<file path="src/rtl/acc_window_monitor.sv">
`default_nettype none
// ============================================================================
// Module      : acc_window_monitor
// Description : Samples a 16-bit saturating accumulator once per WINDOW
//               enabled cycles, computes the per-window increment and a
//               saturation flag, and queues each {sat, delta} result in a
//               DEPTH-entry FIFO drained over a valid/ready handshake.
//               Optional threshold alarm enabled by macro ACC_MON_THRESH_EN.
// Revision    : 1.0 - initial release
// ============================================================================
module acc_window_monitor #(
    parameter int WINDOW = 256,
    parameter int DEPTH  = 4
) (
    input  logic                   clk,
    input  logic                   rst,
    input  logic                   en,
    input  logic [15:0]            sum,
`ifdef ACC_MON_THRESH_EN
    input  logic [15:0]            thresh,
    output logic                   alarm,
`endif
    output logic [15:0]            out_delta,
    output logic                   out_sat,
    output logic                   out_valid,
    input  logic                   out_ready,
    output logic [$clog2(DEPTH):0] level,
    output logic                   overflow
);

    localparam int CNT_W = (WINDOW > 1) ? $clog2(WINDOW) : 1;
    localparam int PTR_W = $clog2(DEPTH);
    localparam int LVL_W = PTR_W + 1;

    localparam logic [CNT_W-1:0] c_cnt_last = CNT_W'(WINDOW - 1);
    localparam logic [CNT_W-1:0] c_cnt_one  = CNT_W'(1);
    localparam logic [PTR_W-1:0] c_ptr_one  = PTR_W'(1);
    localparam logic [LVL_W-1:0] c_lvl_one  = LVL_W'(1);
    localparam logic [LVL_W-1:0] c_depth    = LVL_W'(DEPTH);

    logic [CNT_W-1:0] r_cnt;
    logic [15:0]      r_prev;
    logic [16:0]      r_mem [DEPTH];
    logic [PTR_W-1:0] r_wr_ptr;
    logic [PTR_W-1:0] r_rd_ptr;
    logic [LVL_W-1:0] r_level;
    logic [16:0]      r_head;
    logic             r_overflow;

    logic             w_boundary;
    logic [15:0]      w_delta;
    logic             w_sat;
    logic             w_pop;
    logic             w_push;
    logic             w_head_from_mem;
    logic             w_head_from_new;
    logic             w_buf_write;

    // The head register holds the oldest entry; the circular buffer holds the
    // entries queued behind it, so level counts head plus buffer.
    assign out_valid  = (r_level != '0);
    assign w_boundary = en && (r_cnt == c_cnt_last);
    // A drop in sum means the accumulator was cleared: count from zero.
    assign w_delta    = (sum >= r_prev) ? (sum - r_prev) : sum;
    assign w_sat      = (sum == 16'hFFFF);
    assign w_pop      = out_valid && out_ready;
    assign w_push     = w_boundary && ((r_level != c_depth) || w_pop);

    // Refill the head from the buffer when it has entries behind the head;
    // otherwise a new result goes straight to the head if it will be empty.
    assign w_head_from_mem = w_pop && (r_level > c_lvl_one);
    assign w_head_from_new = w_push && (!out_valid || (w_pop && (r_level == c_lvl_one)));
    assign w_buf_write     = w_push && !w_head_from_new;

    // Result storage behind the head; contents are don't-care when unused.
    always_ff @(posedge clk) begin
        if (rst && w_buf_write) begin
            r_mem[r_wr_ptr] <= {w_sat, w_delta};
        end
    end

    // Window counter, previous sample, FIFO bookkeeping and sticky overflow.
    always_ff @(posedge clk) begin
        if (!rst) begin
            r_cnt      <= '0;
            r_prev     <= '0;
            r_wr_ptr   <= '0;
            r_rd_ptr   <= '0;
            r_level    <= '0;
            r_head     <= '0;
            r_overflow <= 1'b0;
        end else begin
            if (en) begin
                r_cnt <= w_boundary ? '0 : (r_cnt + c_cnt_one);
            end
            if (w_boundary) begin
                r_prev <= sum;
            end
            if (w_boundary && !w_push) begin
                r_overflow <= 1'b1;
            end
            if (w_buf_write) begin
                r_wr_ptr <= r_wr_ptr + c_ptr_one;
            end
            if (w_head_from_mem) begin
                r_rd_ptr <= r_rd_ptr + c_ptr_one;
                r_head   <= r_mem[r_rd_ptr];
            end else if (w_head_from_new) begin
                r_head <= {w_sat, w_delta};
            end
            case ({w_push, w_pop})
                2'b10:   r_level <= r_level + c_lvl_one;
                2'b01:   r_level <= r_level - c_lvl_one;
                default: r_level <= r_level;
            endcase
        end
    end

`ifdef ACC_MON_THRESH_EN
    logic r_alarm;

    // Alarm tracks the latest window's delta, even when its push was dropped.
    always_ff @(posedge clk) begin
        if (!rst) begin
            r_alarm <= 1'b0;
        end else if (w_boundary) begin
            r_alarm <= (w_delta > thresh);
        end
    end

    assign alarm = r_alarm;
`else
    // No threshold comparator in this build.
`endif

    assign out_delta = r_head[15:0];
    assign out_sat   = r_head[16];
    assign level     = r_level;
    assign overflow  = r_overflow;

endmodule
`default_nettype wire

</file>
<file path="config.mk">
export PLATFORM = sky130hd
export DESIGN_NAME = acc_window_monitor
export DESIGN_NICKNAME = d
export VERILOG_FILES = /design/src/rtl/acc_window_monitor.sv
export SDC_FILE = /design/constraint.sdc
export NUM_CORES = 1
export LEC_CHECK = 0
export BUFFER_PORTS_ARGS = -buffer_cell sky130_fd_sc_hd__buf_4
export CORE_ASPECT_RATIO = 1.2
export CORE_MARGIN = 3
export CORE_UTILIZATION = 25
export CTS_CLUSTER_SIZE = 24
export DETAILED_ROUTE_END_ITERATION = 6
export PLACE_DENSITY = 0.45
export SLEW_MARGIN = 15
export SYNTH_ARGS = -nofsm -noshare
export SYNTH_HDL_FRONTEND = slang
export SYNTH_SLANG_ARGS = --single-unit
</file>
<file path="constraint.sdc">
create_clock -name clk -period 3.3 [get_ports clk]
set_input_delay 0.33 -clock clk [delete_from_list [all_inputs] [get_ports clk]]
set_output_delay 0.33 -clock clk [all_outputs]
set_load 0.005 [all_outputs]
</file>
# == Yosys cells after proc, flatten, opt, wreduce, memory -nomap -nowiden ==
# Memories as Yosys holds them, arrays and structs flattened. A register that Yosys moved wholly into a read port is not among the register bits.
# Cells that the tools add are included.
# totals
register_bits,49
latchBits,0
ramBits,68
romBits,0
in_bits,20
out_inout_bits,22
word_cells,48
memories,1
# memory_table
memory,depth,width,read_ports,rd_ports_with_merged_regs,write_ports,line,text
r_mem,4,17,1,1,1,43,logic [16:0] r_mem [DEPTH];
# classes
addsub,6
multipliers,0
div_mod_pow,0
n_lt_le_gt_ge,2
n_eq_ne,6
shifts,0
mux,9
bitwise_logic,0
n_reduce_logical,17
# ops
op,n
$mux W17,2
$eq A16 B16 Y1 const B,1
$ge A16 B16 Y1,1
$mux W16,1
$sub A16 B16 Y16,1
$logic_and A1 B1 Y1,9
$add A8 B1 Y8 const B,1
$eq A8 B8 Y1 const B,1
$mux W8,1
$pmux W3 S2,1
$add A2 B1 Y2 const B,2
$mux W2,2
$reduce_bool A2 Y1,2
$add A3 B1 Y3 const B,1
$eq A3 B1 Y1 const B,1
$gt A3 B1 Y1 const B,1
$logic_not A1 Y1,3
$ne A3 B3 Y1 const B,1
$reduce_bool A3 Y1,1
$sub A3 B1 Y3 const B,1
$eq A2 B1 Y1 const B,1
$eq A2 B2 Y1 const B,1
$logic_or A1 B1 Y1,2
$mux W1,2

# == Depth between registers and ports, before layout ==
# Gate-level depths: netlist (run 1).
# logic_depth
word_depth,10
ltp_mapped,12
depth_no_buf,10

# == Worst setup path after synthesis (run 1) ==
# OpenSTA, ideal clock, no wires.
# synth_path
path_type,input -> register
from,input port sum[9]
to,memory r_mem[0][0] (data pin)
setup_ps,265
arrival_time_ps,2282
t_required_ps,3035
slack_ps,753
cell_stages,10
path_buffers,2
path_cell_list,ha_1 > a21o_1 > a21o_1 > a21oi_2 > o311ai_2 > a311oi_4 > buf_8 > buf_12 > mux2i_1 > inv_1
# synth_via
elab_chain_len,2
# synth_lines
element,line,text
from (decl),18,"input logic [15:0] sum,"
$ge A16 B16 Y1,64,assign w_delta = (sum >= r_prev) ? (sum - r_prev) : sum;
$mux W16,64,
named net w_delta[0],51,logic [15:0] w_delta;
to (decl),43,
# The timed path passes the listed nets, and every way through them passes these cells.

# == Worst setup path in the final report (run 1) ==
# layout_path
from,register r_prev[0]
to,memory r_mem[3][14] (data pin)
# layout_via
elab_chain_len,2
elab_cells_between_ends,3
classes_between,add/sub: 1; order compare: 1; mux: 1
# layout_lines
element,line,text
from (decl),42,logic [15:0] r_prev;
from (signal assigned),97,r_prev <= sum;
$sub A16 B16 Y16 or $ge A16 B16 Y1 (tied branches),64,
$mux W16 *,64,
named net w_delta[14],51,
# The timed path passes the listed nets; every way through them passes the cells marked *.

==> impl_metrics.ini, run 1 <==
[floorplanning]
die_w_um = 146
std_cell_rows = 61
die_h_um = 175
dieArea_um2 = 25600
start_util_pct = 25.5
io_pins = 42
coreArea_um2 = 23200

[clock_tree]
clk_pin_slew_ps = 60
cts_buffer_depth = 2
cts-hold-fix-buffers = 0
htree_levels = 4
numCtsBuffers = 17
post_cts_buffers = 0
clkSinkCount = 119
clock_latency_ps = 420
cts_tree = built
cts_resized = 0
cts_root_buffer = clkbuf_16

[worst_setup_path]
crit_fanout = 4
critPathArrivalTime_ps = 3000
cp-end-kind = flop
crit_family = compound AO/OA/AOI/OAI gates
path_class = flop to flop
slowest_stage = a32oi_1
reg2reg_from = r_prev[0]$_SDFFE_PN0N_
regToRegSetupSlack_ps = 480
crit_required_ps = 3490
slowest_delay_ps = 420
crit_path_start_kind = flop
path_buf_inv = 0
reg2regPathDepth = 9
reg2reg_to = r_mem[3][14]$_DFFE_PP_
crit_chain = ha_1 > fa_1 > nor2b_1 > o2111ai_1 > a32oi_1 > a21boi_0 > a21oi_1 > xnor2_1 > o21ai_0

[routing]
drt_wl_total_mm = 14.5
num_vias = 3994
via_per_inst = 4.56
post_drt_wl_per_cell_um = 16.5
initialDrtViolationCount = 175
antenna_left = 0
firstDrtPassIters = 4
drcViolationCount = 0

[layout]
fin_util_pct = 31.2
area_growth_pct = 22.3
num_antenna_cells = 0
fillers = 2393
drive_above_1_share_pct = 23.9
nets = 594

[timing]
slew_headroom_pct = 51.5
finalCritPeriodShare_pct = 85.3
finalMaxSlewViolations = 0
final-setup-viol-count = 0
min_period_ps = 2820
skew_ps = 10.3
finalHoldViolations = 0
rsz0062_at_grt = no
tns_ps = 0
fmax_mhz = 355
tightest_slew_ps = 726
fin_hold_ws_ps = 200

[placed_design]
portBuffers = 41
place_congestion = 0.784
dp_hpwl_mm = 9.86

[job]
drv_cap = 0

[grt]
grt_overflow = 0
grt_pass1_vias = 4091
antenna_found_initial = 0
grt_max_degree = 69
grt_usage_pct = 11.6
grt_pass1_wl_mm = 22.7

[logic_synthesis]
yosys.area.top_type = edfxtp_1
synthFlopType = edfxtp_1
synthesis.nets = 545
synth_most_common_cell = edfxtp_1
async_reset_ff_share_pct = 0
syn_area_um2 = 5920
netlist_instances = 499
avgSynthCellArea_um2 = 11.9
synth_edf_count = 68
ys_seq_area_share_pct = 51.7
synth_cell_types = 58
synth_commonest_cells = edfxtp_1 (68), nand2_1 (56), dfxtp_1 (51)
netlist.area_leader.share_pct = 34.5
yosys_warnings = 0
synthTopCellsByArea = edfxtp_1 (34%), dfxtp_1 (17%), mux4_2 (6.5%), ha_1 (5.3%), nand2_1 (3.6%)
synth-seq-cells = 119

[power]
vdd_drop_max_uv = 348
power.density_nw_per_um2 = 525
total_leakage_power_nw = 2.53

[hold_path]
hold_path_depth = 3
min_from = sum[5]
hold_path_class = input pin to flop
min_to = r_prev[5]$_SDFFE_PN0N_

[status]
status = finished, final reports clean
tightest hold or removal path, stage by stage:
cell	delay [ps]
buf_4	130
nand2_1	50
a21boi_0	60
cells by family (layout without fill, tap and decap cells):
group,Yosys count,in the layout,share of synthesized area [%]
AOI/OAI and AO/OA,112,112,14.0
xor gates and xnor gates,23,23,3.40
adders and majority gates,26,26,5.62
buffers and inverters,53,115,3.93
DFF,119,119,51.7
muxes,33,33,10.0
and+or+nand+nor,133,133,11.3
final cells by class:
class                      count  area, µm²  share of cell area [%]
tap                          315        394                    5.44
inverter                      29        109                    1.50
timing repair buffer          54        418                    5.77
clock buffer                  17        425                    5.87
multi-input combinational    327       2630                    36.3
clock inverter                15        203                    2.80
sequential                   119       3060                    42.3
report_power, final:
group	switching [mW]	internal, mW	total, mW
clock network	0.744	1.22	1.97
registers	0.00197	1.59	1.59
logic	0.143	0.103	0.246
stage by stage:
stage	setup slack, ps	std cells	total power [mW]	area (µm²)
global placement	346	844	1.87	6610
floorplan	753	499	1.79	5920
global route	257	876	3.95	7240
CTS	472	876	3.86	7240
detailed placement	324	844	1.87	6610
finish	484	876	3.80	7240
sequential cells by signal, summed over array words and instances (netlist names), named ones only:
| register | cells |
|---|---|
| r_head | 17 |
| r_prev | 16 |
| r_cnt | 8 |
| r_wr_ptr | 2 |
| r_rd_ptr | 2 |
| level | 3 |
| r_mem | 68 |
| overflow | 1 |
how the worst max path moves through the flow:
| stage | from | to | slack (ps) | cells past startpoint |
|---|---|---|---|---|
| CTS | r_prev[9]$_SDFFE_PN0N_ | r_head[2]$_SDFFE_PN0P_ | 470 | 10 |
| global route | r_prev[0]$_SDFFE_PN0N_ | r_mem[1][14]$_DFFE_PP_ | 260 | 9 |
| finish | r_prev[0]$_SDFFE_PN0N_ | r_mem[3][14]$_DFFE_PP_ | 480 | 9 |
| detailed placement | sum[0] | r_mem[2][14]$_DFFE_PP_ | 320 | 11 |
| floorplan | sum[9] | r_mem[0][0]$_DFFE_PP_ | 750 | 10 |
| global placement | sum[0] | r_mem[0][14]$_DFFE_PP_ | 350 | 11 |
layout by cell type (no fill, tap or decap), types with 10 or more instances in the layout:
cell	count
nand4_1	10
buf_4	53
inv_1	29
edfxtp_1	68
xnor2_1	15
ha_1	25
nor2_1	14
a21oi_1	18
mux4_2	17
nor2b_1	18
a22oi_1	13
nand2_1	56
clkbuf_16	17
dfxtp_1	51
a21boi_0	19
per-layer routing:
metal | global-route usage, % | vias up | part of all wire, %
met5 | 0 | - | 0
met4 | 3.76 | 0 | 1.5
met3 | 2.58 | 20 | 3.2
met2 | 20.2 | 64 | 50
met1 | 14.2 | 1970 | 45
li1 | - | 1940 | -
(Power assumes the default switching activity.)
==> inputs of run 2 (changes only) <==
- PLACE_DENSITY: 0.45 -> not set
==> run 2 against run 1 <==
Net effect: fmax is 1.9% higher; die area is the same; largest cell class unchanged; largest power group unchanged; critical path type unchanged; total power decreased by 5.7%; combinational power decreased by 2%; critical endpoint is now r_mem[1][14]$_DFFE_PP_.
==> impl_metrics.ini, run 2 (synthesized netlist as in run 1, its figures left out) <==
[timing]
skew_ps = 10.8
fin_ws_ps = 536
finalCritPeriodShare_pct = 83.8
tns_ps = 0
finalMaxSlewViolations = 0
slew_headroom_pct = 32.0
fin_hold_ws_ps = 210
min_period_ps = 2760
rsz0062_at_grt = no
tightest_slew_ps = 1010
finalHoldViolations = 0
fmax_mhz = 362
final-setup-viol-count = 0

[clock_tree]
cts_resized = 0
numCtsBuffers = 17
cts_tree = built
clk_pin_slew_ps = 60
cts_root_buffer = clkbuf_16
clkSinkCount = 119
cts-hold-fix-buffers = 0
post_cts_buffers = 0
htree_levels = 4
clock_latency_ps = 410
cts_buffer_depth = 2

[floorplanning]
coreArea_um2 = 23200
die_h_um = 175
die_w_um = 146
std_cell_rows = 61
io_pins = 42
start_util_pct = 25.5
dieArea_um2 = 25600

[worst_setup_path]
crit_fanout = 4
cp-end-kind = flop
path_class = flop to flop
crit_path_start_kind = flop
critPathArrivalTime_ps = 2950
crit_required_ps = 3480

[layout]
final_cell_mix = edfxtp_1 (68), nand2_1 (56), buf_4 (52)
final_common_cell = edfxtp_1
nets = 593
final_area_um2 = 7170
fin_util_pct = 30.9
largest_reg_flops = 68
drive_above_1_share_pct = 23.4
area_growth_pct = 21.1
num_antenna_cells = 0
regMostFlops = r_mem
largest_registers = r_mem (68), r_head (17), r_prev (16)
stdcell_count = 875

[placed_design]
dp_hpwl_mm = 9.00
portBuffers = 41
place_congestion = 0.815
place_area_um2 = 6600
dp_slack_ps = 387
dp.cells = 843

[power]
switchingPower_mw = 0.838
pwr-share-clk_pct = 48.9
total_power_mw = 3.58
swShare_pct = 23.4
power_frac_seq_pct = 44.3
vdd_drop_max_uv = 355
total_leakage_power_nw = 2.49
power.internal_mw = 2.75
p_comb_share_pct = 6.7
power.density_nw_per_um2 = 500

[routing]
num_vias = 3995
firstDrtPassIters = 4
via_per_inst = 4.57
antenna_left = 0
drcViolationCount = 0
post_drt_wl_per_cell_um = 15.5
initialDrtViolationCount = 347
drt_wl_total_mm = 13.5

[status]
status = finished, final reports clean

[grt]
grt_pass1_wl_mm = 22.1
grt_overflow = 0
grt_max_degree = 69
grt_usage_pct = 11.0
grt_pass1_vias = 4043
antenna_found_initial = 0

[job]
drv_cap = 0

[hold_path]
hold_path_class = input pin to flop
-- run 2: cell types whose count changed in the layout (fill, tap and decap cells not counted), sizes merged --
cell	previous run	this run
clkinv	2	6
inv	39	35
bufinv	3	1
buf	54	53
clkbuf	17	18
clkinvlp	0	1
-- run 2: critical path, stage by stage (launching register included) --
cell and delay, ps:
dfxtp_1 310, ha_1 190, fa_1 410, nor2b_1 200, o2111ai_1 170, a32oi_1 400, a21boi_0 240, a21oi_1 220
xnor2_1 100, o21ai_0 300
-- run 2: path summary, 6_finish.rpt --
kind	endpoint	slack, ps	cells after the start	startpoint
worst max-delay path	r_mem[1][14]$_DFFE_PP_	540	9	r_prev[0]$_SDFFE_PN0N_
worst min-delay path	r_prev[5]$_SDFFE_PN0N_	210	3	sum[5]
worst max register to register	r_mem[1][14]$_DFFE_PP_	540	9	r_prev[0]$_SDFFE_PN0N_
worst min register to register	r_prev[13]$_SDFFE_PN0N_	460	2	r_prev[13]$_SDFFE_PN0N_
-- run 2: power by group through the flow --
stage          Clock [mW]  Combinational (mW)  Sequential, mW
2_1_floorplan           0               0.167            1.62
3_3_place_gp            0               0.240            1.62
3_5_place_dp            0               0.241            1.62
4_1_cts              1.80               0.242            1.59
5_1_grt              1.87               0.266            1.59
6_report             1.75               0.241            1.59
-- run 2: final cells by class --
| class | instances | area [µm²] |
|---|---|---|
| tap | 315 | 394 |
| clock inverter | 14 | 141 |
| inverter | 29 | 109 |
| clock buffer | 18 | 429 |
| timing repair buffer | 53 | 410 |
| multi-input combinational | 327 | 2620 |
| fill | 2383 | 16000 |
| sequential | 119 | 3060 |
-- run 2: layer usage --
layer | global-route usage, % | vias to the layer above | wire length, µm
li1 | - | 1936 | -
met1 | 13.8 | 1962 | 6040
met2 | 19.1 | 91 | 6960
met3 | 2.16 | 6 | 429
met4 | 3.18 | 0 | 117
met5 | 0 | - | 0
